[src/rtl/mtrap_unit.sv]
// mtrap_unit -- machine-mode trap unit for the RV32 core.
//
// Purpose:
//   Owns mstatus (MIE/MPIE), mie, mip, mtvec, mepc, mcause and mtval.
//   Synchronises the MEI/MSI/MTI inputs and NUM_LIRQ local interrupts.
//   Arbitrates exceptions and interrupts at a fixed priority.
//   Hands the chosen trap to fetch through a trap_req/trap_ack handshake.
//
// Ports:
//   cpu_clk, cpu_rst              clock, synchronous active-high reset
//   kplic_int/timer_int/soft_int  MEI (11), MTI (7), MSI (3), all level
//   lirq[NUM_LIRQ]                local interrupts, causes 16+i
//   exc_valid/exc_code/exc_pc/exc_tval  exception from the pipeline
//   int_pc, irq_ok                resume pc and interruptible boundary
//   mret                          mret retiring
//   trap_req/trap_ack/trap_vector trap handoff to fetch (registered)
//   mepc_out                      mret target
//   csr_wr_en/csr_addr/csr_wr_data/csr_rd_data/csr_hit  CSR access
module mtrap_unit #(
  parameter int                  XLEN        = 32,
  parameter int                  NUM_LIRQ    = 4,
  parameter int                  SYNC_STAGES = 2,
  parameter logic [NUM_LIRQ-1:0] LIRQ_EDGE   = '0,
  parameter logic [XLEN-1:0]     RESET_VEC   = '0
) (
  input  logic                cpu_clk,
  input  logic                cpu_rst,
  input  logic                kplic_int,
  input  logic                timer_int,
  input  logic                soft_int,
  input  logic [NUM_LIRQ-1:0] lirq,
  input  logic                exc_valid,
  input  logic [4:0]          exc_code,
  input  logic [XLEN-1:0]     exc_pc,
  input  logic [XLEN-1:0]     exc_tval,
  input  logic [XLEN-1:0]     int_pc,
  input  logic                irq_ok,
  input  logic                mret,
  input  logic                trap_ack,
  output logic                trap_req,
  output logic [XLEN-1:0]     trap_vector,
  output logic [XLEN-1:0]     mepc_out,
  input  logic                csr_wr_en,
  input  logic [11:0]         csr_addr,
  input  logic [XLEN-1:0]     csr_wr_data,
  output logic [XLEN-1:0]     csr_rd_data,
  output logic                csr_hit
);

  localparam int NUM_SRC = NUM_LIRQ + 3;

  localparam logic [11:0] ADDR_MSTATUS = 12'h300;
  localparam logic [11:0] ADDR_MIE     = 12'h304;
  localparam logic [11:0] ADDR_MTVEC   = 12'h305;
  localparam logic [11:0] ADDR_MEPC    = 12'h341;
  localparam logic [11:0] ADDR_MCAUSE  = 12'h342;
  localparam logic [11:0] ADDR_MTVAL   = 12'h343;
  localparam logic [11:0] ADDR_MIP     = 12'h344;

  function automatic logic [XLEN-1:0] mie_mask_f();
    logic [XLEN-1:0] m;
    m     = '0;
    m[3]  = 1'b1;
    m[7]  = 1'b1;
    m[11] = 1'b1;
    for (int i = 0; i < NUM_LIRQ; i++) m[16+i] = 1'b1;
    return m;
  endfunction

  localparam logic [XLEN-1:0] MIE_MASK = mie_mask_f();

  typedef enum logic [0:0] {RUN, REQ} state_t;

  // ---------------------------------------------------------------
  // Interrupt synchronisers. Lane order: MSI, MTI, MEI, lirq[0..N-1].
  // ---------------------------------------------------------------
  logic [NUM_SRC-1:0] irq_raw;
  logic [NUM_SRC-1:0] sync_reg [SYNC_STAGES];
  logic [NUM_SRC-1:0] irq_sync;

  assign irq_raw  = {lirq, kplic_int, timer_int, soft_int};
  assign irq_sync = sync_reg[SYNC_STAGES-1];

  always_ff @(posedge cpu_clk) begin
    if (cpu_rst) begin
      for (int s = 0; s < SYNC_STAGES; s++) sync_reg[s] <= '0;
    end else begin
      sync_reg[0] <= irq_raw;
      for (int s = 1; s < SYNC_STAGES; s++) sync_reg[s] <= sync_reg[s-1];
    end
  end

  // ---------------------------------------------------------------
  // State registers
  // ---------------------------------------------------------------
  state_t          state_reg;
  logic            trap_req_reg;
  logic [XLEN-1:0] trap_vector_reg;
  logic            mstatus_mie_reg;
  logic            mstatus_mpie_reg;
  logic [XLEN-1:0] mie_reg;
  logic [XLEN-1:0] mtvec_reg;
  logic [XLEN-1:0] mepc_reg;
  logic [XLEN-1:0] mcause_reg;
  logic [XLEN-1:0] mtval_reg;

  // CSR write strobes
  logic wr_mstatus, wr_mie, wr_mtvec, wr_mepc, wr_mcause, wr_mtval, wr_mip;
  assign wr_mstatus = csr_wr_en && (csr_addr == ADDR_MSTATUS);
  assign wr_mie     = csr_wr_en && (csr_addr == ADDR_MIE);
  assign wr_mtvec   = csr_wr_en && (csr_addr == ADDR_MTVEC);
  assign wr_mepc    = csr_wr_en && (csr_addr == ADDR_MEPC);
  assign wr_mcause  = csr_wr_en && (csr_addr == ADDR_MCAUSE);
  assign wr_mtval   = csr_wr_en && (csr_addr == ADDR_MTVAL);
  assign wr_mip     = csr_wr_en && (csr_addr == ADDR_MIP);

  // ---------------------------------------------------------------
  // Edge-mode pending bits for the local interrupts
  // ---------------------------------------------------------------
  logic [NUM_LIRQ-1:0] sync_prev_reg;
  logic [NUM_LIRQ-1:0] edge_pend_reg;
  logic [NUM_LIRQ-1:0] edge_pend_next;
  logic [NUM_LIRQ-1:0] lirq_rise;
  logic [NUM_LIRQ-1:0] lirq_clr;
  logic [NUM_LIRQ-1:0] lirq_taken;

  // Arbitration results (computed below)
  logic            int_valid;
  logic [4:0]      int_code;
  logic            take_exc;
  logic            take_int;
  logic            capture;

  assign lirq_rise = irq_sync[NUM_SRC-1:3] & ~sync_prev_reg;

  genvar gi;
  generate
    for (gi = 0; gi < NUM_LIRQ; gi++) begin : g_lirq
      assign lirq_taken[gi] = capture && take_int && (int_code == 5'(16 + gi));
      // A mip write clears only where the written bit is 0.
      assign lirq_clr[gi]   = (wr_mip && !csr_wr_data[16+gi]) || lirq_taken[gi];
    end
  endgenerate

  // Set beats clear; level lanes never hold a pending bit.
  assign edge_pend_next = LIRQ_EDGE & (lirq_rise | (edge_pend_reg & ~lirq_clr));

  always_ff @(posedge cpu_clk) begin
    if (cpu_rst) begin
      sync_prev_reg <= '0;
      edge_pend_reg <= '0;
    end else begin
      sync_prev_reg <= irq_sync[NUM_SRC-1:3];
      edge_pend_reg <= edge_pend_next;
    end
  end

  // ---------------------------------------------------------------
  // mip view and fixed-priority arbitration
  // ---------------------------------------------------------------
  logic [XLEN-1:0] mip_val;
  logic [XLEN-1:0] irq_elig;

  always_comb begin
    mip_val     = '0;
    mip_val[3]  = irq_sync[0];
    mip_val[7]  = irq_sync[1];
    mip_val[11] = irq_sync[2];
    for (int i = 0; i < NUM_LIRQ; i++) begin
      mip_val[16+i] = LIRQ_EDGE[i] ? edge_pend_reg[i] : irq_sync[3+i];
    end
  end

  assign irq_elig = mip_val & mie_reg & {XLEN{mstatus_mie_reg}};

  // Scan from lowest to highest priority so the last hit wins.
  always_comb begin
    int_valid = 1'b0;
    int_code  = 5'd0;
    for (int i = NUM_LIRQ - 1; i >= 0; i--) begin
      if (irq_elig[16+i]) begin
        int_valid = 1'b1;
        int_code  = 5'(16 + i);
      end
    end
    if (irq_elig[7])  begin int_valid = 1'b1; int_code = 5'd7;  end
    if (irq_elig[3])  begin int_valid = 1'b1; int_code = 5'd3;  end
    if (irq_elig[11]) begin int_valid = 1'b1; int_code = 5'd11; end
  end

  assign take_exc = exc_valid;
  assign take_int = !exc_valid && int_valid && irq_ok;
  assign capture  = (state_reg == RUN) && (take_exc || take_int);

  // ---------------------------------------------------------------
  // Capture values
  // ---------------------------------------------------------------
  logic [XLEN-1:0] vec_base;
  logic [XLEN-1:0] vec_next;
  logic [XLEN-1:0] cause_next;
  logic [XLEN-1:0] epc_next;

  assign vec_base = {mtvec_reg[XLEN-1:2], 2'b00};
  // Only mode 01 vectors; modes 10/11 fall back to direct.
  assign vec_next = (take_int && (mtvec_reg[1:0] == 2'b01))
                  ? vec_base + (XLEN'(int_code) << 2)
                  : vec_base;
  assign epc_next = take_exc ? exc_pc : int_pc;

  always_comb begin
    cause_next         = '0;
    cause_next[4:0]    = take_exc ? exc_code : int_code;
    cause_next[XLEN-1] = !take_exc;
  end

  // ---------------------------------------------------------------
  // FSM and CSR state
  // ---------------------------------------------------------------
  always_ff @(posedge cpu_clk) begin
    if (cpu_rst) begin
      state_reg        <= RUN;
      trap_req_reg     <= 1'b0;
      trap_vector_reg  <= '0;
      mstatus_mie_reg  <= 1'b0;
      mstatus_mpie_reg <= 1'b0;
      mie_reg          <= '0;
      mtvec_reg        <= RESET_VEC;
      mepc_reg         <= '0;
      mcause_reg       <= '0;
      mtval_reg        <= '0;
    end else begin
      // mie and mtvec writes are honoured even in a capture cycle.
      if (wr_mie)   mie_reg   <= csr_wr_data & MIE_MASK;
      if (wr_mtvec) mtvec_reg <= csr_wr_data;

      // Trap-state CSRs lose to a simultaneous capture.
      if (!capture) begin
        if (wr_mstatus) begin
          mstatus_mie_reg  <= csr_wr_data[3];
          mstatus_mpie_reg <= csr_wr_data[7];
        end
        if (wr_mepc)   mepc_reg   <= {csr_wr_data[XLEN-1:2], 2'b00};
        if (wr_mcause) mcause_reg <= csr_wr_data;
        if (wr_mtval)  mtval_reg  <= csr_wr_data;
      end

      case (state_reg)
        RUN: begin
          if (capture) begin
            state_reg        <= REQ;
            trap_req_reg     <= 1'b1;
            trap_vector_reg  <= vec_next;
            mepc_reg         <= {epc_next[XLEN-1:2], 2'b00};
            mcause_reg       <= cause_next;
            mtval_reg        <= take_exc ? exc_tval : '0;
            mstatus_mpie_reg <= mstatus_mie_reg;
            mstatus_mie_reg  <= 1'b0;
          end else if (mret) begin
            mstatus_mie_reg  <= mstatus_mpie_reg;
            mstatus_mpie_reg <= 1'b1;
          end
        end
        REQ: begin
          if (trap_ack) begin
            state_reg    <= RUN;
            trap_req_reg <= 1'b0;
          end
        end
        default: begin
          state_reg    <= RUN;
          trap_req_reg <= 1'b0;
        end
      endcase
    end
  end

  assign trap_req    = trap_req_reg;
  assign trap_vector = trap_vector_reg;
  assign mepc_out    = mepc_reg;

  // ---------------------------------------------------------------
  // CSR read mux
  // ---------------------------------------------------------------
  always_comb begin
    csr_rd_data = '0;
    csr_hit     = 1'b1;
    case (csr_addr)
      ADDR_MSTATUS: begin
        csr_rd_data[3]     = mstatus_mie_reg;
        csr_rd_data[7]     = mstatus_mpie_reg;
        csr_rd_data[12:11] = 2'b11;
      end
      ADDR_MIE:    csr_rd_data = mie_reg;
      ADDR_MTVEC:  csr_rd_data = mtvec_reg;
      ADDR_MEPC:   csr_rd_data = mepc_reg;
      ADDR_MCAUSE: csr_rd_data = mcause_reg;
      ADDR_MTVAL:  csr_rd_data = mtval_reg;
      ADDR_MIP:    csr_rd_data = mip_val;
      default:     csr_hit     = 1'b0;
    endcase
  end

  // Low pc bits are always forced to zero in mepc.
  logic unused_bits;
  assign unused_bits = ^{exc_pc[1:0], int_pc[1:0]};

endmodule

[config.mk]
export PLATFORM = sky130hd
export DESIGN_NAME = mtrap_unit
export DESIGN_NICKNAME = d
export VERILOG_FILES = /design/src/rtl/mtrap_unit.sv
export SDC_FILE = /design/constraint.sdc
export NUM_CORES = 1
export LEC_CHECK = 0
export CAP_MARGIN = 40
export CORE_ASPECT_RATIO = 0.8
export CORE_UTILIZATION = 45
export CTS_BUF_LIST = sky130_fd_sc_hd__clkbuf_4
export CTS_CLUSTER_SIZE = 10
export DETAILED_ROUTE_END_ITERATION = 7
export PLACE_DENSITY = 0.77
export REMOVE_ABC_BUFFERS = 1
export SYNTH_ARGS = -nofsm -noshare
export SYNTH_HDL_FRONTEND = slang
export SYNTH_SLANG_ARGS = --single-unit
[constraint.sdc]
create_clock -name cpu_clk -period 3.25 [get_ports cpu_clk]
set_input_delay 0.4875 -clock cpu_clk [delete_from_list [all_inputs] [get_ports cpu_clk]]
set_output_delay 0.4875 -clock cpu_clk [all_outputs]
set_load 0.01 [all_outputs]
==> results.toml, run 1 <==
[run]
drv_cap = 0

[timing]
hold_violations = 0
setup_viol = 0
skew_ns = 0.0233
timing.final.crit_share_pct = 96.6
grt_setup_unrepaired = "false"
timing.final.crit_period_ns = 3.14
drv_slew = 0
tightest_slew_ns = 0.654
fin_setup_tns_ns = 0
hold_slack_ns = 0.218
slew_headroom_pct = 56.4
fmax_mhz = 318

[min_path]
hold_path_depth = 2
hold_end = "mtvec_reg[2]$_SDFFE_PP0P_"
hold_path_startpoint = "cpu_rst"
min_path_type = "in -> reg"

[drt]
drcViolationCount = 0
wl_um = 32600
drt_iter0_drc = 1306
dr.pass1.iters = 7
postRouteAntennaNets = 0
vias_per_cell = 6.08
wl_per_cell_um = 19.9
num_vias = 9939

[synthesis]
ys_ff_latch = 183
synth_ff_type = "dfxtp_1"
syn-cell-area_um2 = 9230
ys_seq_area_share_pct = 39.7
ys_types = 63
yosys_warnings = 0
synthArstFlopShare_pct = 0
avgSynthCellArea_um2 = 8.12
synth_edf_count = 0
synthCells = 1137

[place]
port_buffers = 250
hpwl_um = 22200
placed_cell_area_um2 = 12300
place_congestion = 0.881
dp.cells = 1601

[critical_path]
end_kind = "primary output"
crit_arrival_ns = 2.65
crit_fanout = 16
crit_type = "in -> out"
r2r_start = "sync_reg[0][11]$_SDFF_PP0_"
reg2reg_setup_slack_ns = 0.16
r2r_cells = 11
start_kind = "input pin"
r2r_end = "trap_vector[16]$_SDFFE_PP0P_"
required_ns = 2.76

[clock_network]
cts-root-buf = "clkbuf_4"
clock_latency_ns = 0.60
cts_tree = "built"
cts_num_sinks = 183
clk_path_buf_depth = 2
path_clk_slew_ns = 0.14
numCtsBuffers = 17
htreeDepth = 4
cts-hold-fix-buffers = 0

[grt]
grt_pass1_vias = 9140
grt_pass1_wl_um = 49800
overflow = 0
grt_max_degree = 113
antenna_found_initial = 0
grtUsageTotal_pct = 30.4

[outcome]
status = "finished, final reports clean"

[floorplan]
start_util_pct = 46.2
dieArea_um2 = 21100
die-height_um = 130
core_area_um2 = 20000
num_rows = 46
die_x_um = 162
io_pins = 257

[power_and_ir_drop]
peakVddDrop_uv = 208
p_total_mw = 4.53
p_leak_nw = 4.64
power_density_nw_per_um2 = 356

[layout]
final_cells = 1635
num-nets-final = 1524
finalInstanceArea_um2 = 12700
drive_gt1_share_pct = 8.90
insertedDiodeCount = 0
syn2layout_area_growth_pct = 37.8
## final cells by class
class / count / area (µm²)
fillers: 1699 / 7250
multi-input cells: 831 / 5180
flip-flops and latches: 183 / 3660
repair buffers: 312 / 3190
well taps: 264 / 330
clock inverters: 13 / 169
clock buffers: 18 / 135
inverters: 14 / 52.6
## placed cells by master, fill, tap and decap left out, types with 3 or more instances in the layout
| master | instances |
|---|---|
| dlygate4sd2_1 | 14 |
| xnor2_1 | 5 |
| nor3_1 | 10 |
| clkdlybuf4s50_1 | 216 |
| clkbuf_4 | 18 |
| dlymetal6s2s_1 | 17 |
| ha_1 | 5 |
| or3_1 | 8 |
| o21ai_0 | 46 |
| nor3_2 | 3 |
| nand2_1 | 185 |
| nor2_1 | 44 |
| and3_1 | 7 |
| a222oi_1 | 36 |
| a211oi_1 | 70 |
| and3_2 | 3 |
| a311oi_1 | 52 |
| nor4_4 | 3 |
| inv_1 | 13 |
| mux2i_1 | 44 |
| clkinvlp_4 | 3 |
| and4_1 | 6 |
| a21oi_1 | 90 |
| nand2b_1 | 4 |
| o31ai_1 | 9 |
| buf_4 | 48 |
| nand3_1 | 70 |
| a22oi_1 | 6 |
| bufinv_16 | 3 |
| nor2b_1 | 45 |
| nor4_1 | 9 |
| inv_6 | 4 |
| buf_12 | 15 |
| o21bai_1 | 5 |
| dfxtp_1 | 182 |
| or4_1 | 11 |
| and2_1 | 8 |
| nand4_1 | 8 |
## worst max path at each step
| stage | from | endpoint | slack, ns |
|---|---|---|---|
| finish | csr_addr[3] | csr_rd_data[5] | 0.11 |
| global placement | csr_addr[11] | csr_rd_data[23] | -0.1 |
| global route | csr_addr[3] | csr_rd_data[5] | 0.0006 |
| floorplan | mie_reg[17]$_SDFFE_PP0P_ | mtval_reg[12]$_SDFF_PP0_ | -4.79 |
| detailed placement | csr_addr[11] | csr_rd_data[30] | -0.14 |
| CTS | csr_addr[8] | csr_rd_data[27] | 0.002 |
## Yosys cell counts, drive strengths merged (6+ instances only)
master / count / area share, %
a211oi: 70 / 5.7
a22oi: 8 / 0.65
buf: 14 / 0.85
nand4: 8 / 0.54
nand3: 71 / 3.9
nor2: 44 / 1.8
a21oi: 90 / 4.9
nor4: 13 / 1.2
inv: 13 / 0.53
and3: 11 / 0.75
dfxtp: 183 / 40
clkbuf: 96 / 3.9
or3: 9 / 0.61
o21ai: 48 / 2.6
o31ai: 10 / 0.87
and2: 9 / 0.62
nor3: 14 / 0.76
a222oi: 36 / 3.9
or4: 11 / 0.89
a311oi: 52 / 4.9
and4: 6 / 0.57
mux2i: 44 / 4.8
nand2: 186 / 7.6
nor2b: 45 / 3.0
## critical path: stages
cell	delay, ns
clkdlybuf4s50_1	0.47
nor4b_2	0.29
buf_4	0.18
and3_2	0.28
buf_12	0.21
a222oi_1	0.09
nand2_1	0.07
clkdlybuf4s50_1	0.56
## per-layer routing
metal | wire length (µm) | global-route usage, % | vias up
li1 | - | - | 4688
met1 | 14500 | 42.5 | 4708
met2 | 14500 | 47.3 | 509
met3 | 3130 | 6.68 | 34
met4 | 378 | 7.71 | 0
met5 | 0 | 0 | -
## power breakdown
group / total (mW) / switching (mW) / internal [mW]
clock: 1.38 / 0.829 / 0.547
combinational: 0.736 / 0.344 / 0.392
sequential: 2.42 / 0.0741 / 2.35
total: 4.53 / 1.25 / 3.29
## per-stage QoR
| step | setup slack (ns) | utilization, % |
|---|---|---|
| final | 0.110 | 63.7 |
| after global routing | 0.000563 | 63.7 |
| after CTS | 0.00246 | 63.1 |
| after detailed placement | -0.136 | 61.5 |
| after global placement | -0.0951 | 61.5 |
| after floorplan | -4.79 | - |
## timing repair
action                     4_1_cts  5_1_grt
resized for setup               20       27
pin swaps                        0        1
setup endpoints to repair       32       27
gates cloned                     0        1
setup buffers                    0        2
## cells by family (layout without fill, tap and decap cells)
family                     after synthesis  in the layout  synth area share [%]
and+or+nand+nor                        440            440                  23.5
AOI/OAI and AO/OA                      333            333                  25.2
DFF                                    183            183                  39.7
buffers and inverters                  124            357                  5.33
muxes                                   44             44                  4.77
adders and majority gates                6              6                 0.895
xor gates and xnor gates                 6              6                 0.569
other                                    1              2                0.0406
(Power assumes the default switching activity.)
==> run 2: changes to the inputs <==
--- a/config.mk
+++ b/config.mk
@@ -9,6 +9,7 @@
 export CORE_ASPECT_RATIO = 0.8
 export CORE_UTILIZATION = 45
 export CTS_BUF_LIST = sky130_fd_sc_hd__clkbuf_4
+export CTS_CLUSTER_DIAMETER = 60
 export CTS_CLUSTER_SIZE = 10
 export DETAILED_ROUTE_END_ITERATION = 7
 export PLACE_DENSITY = 0.77
==> results of run 2 <==
No change in the layout: final DEF, timing and power equal those of run 1.
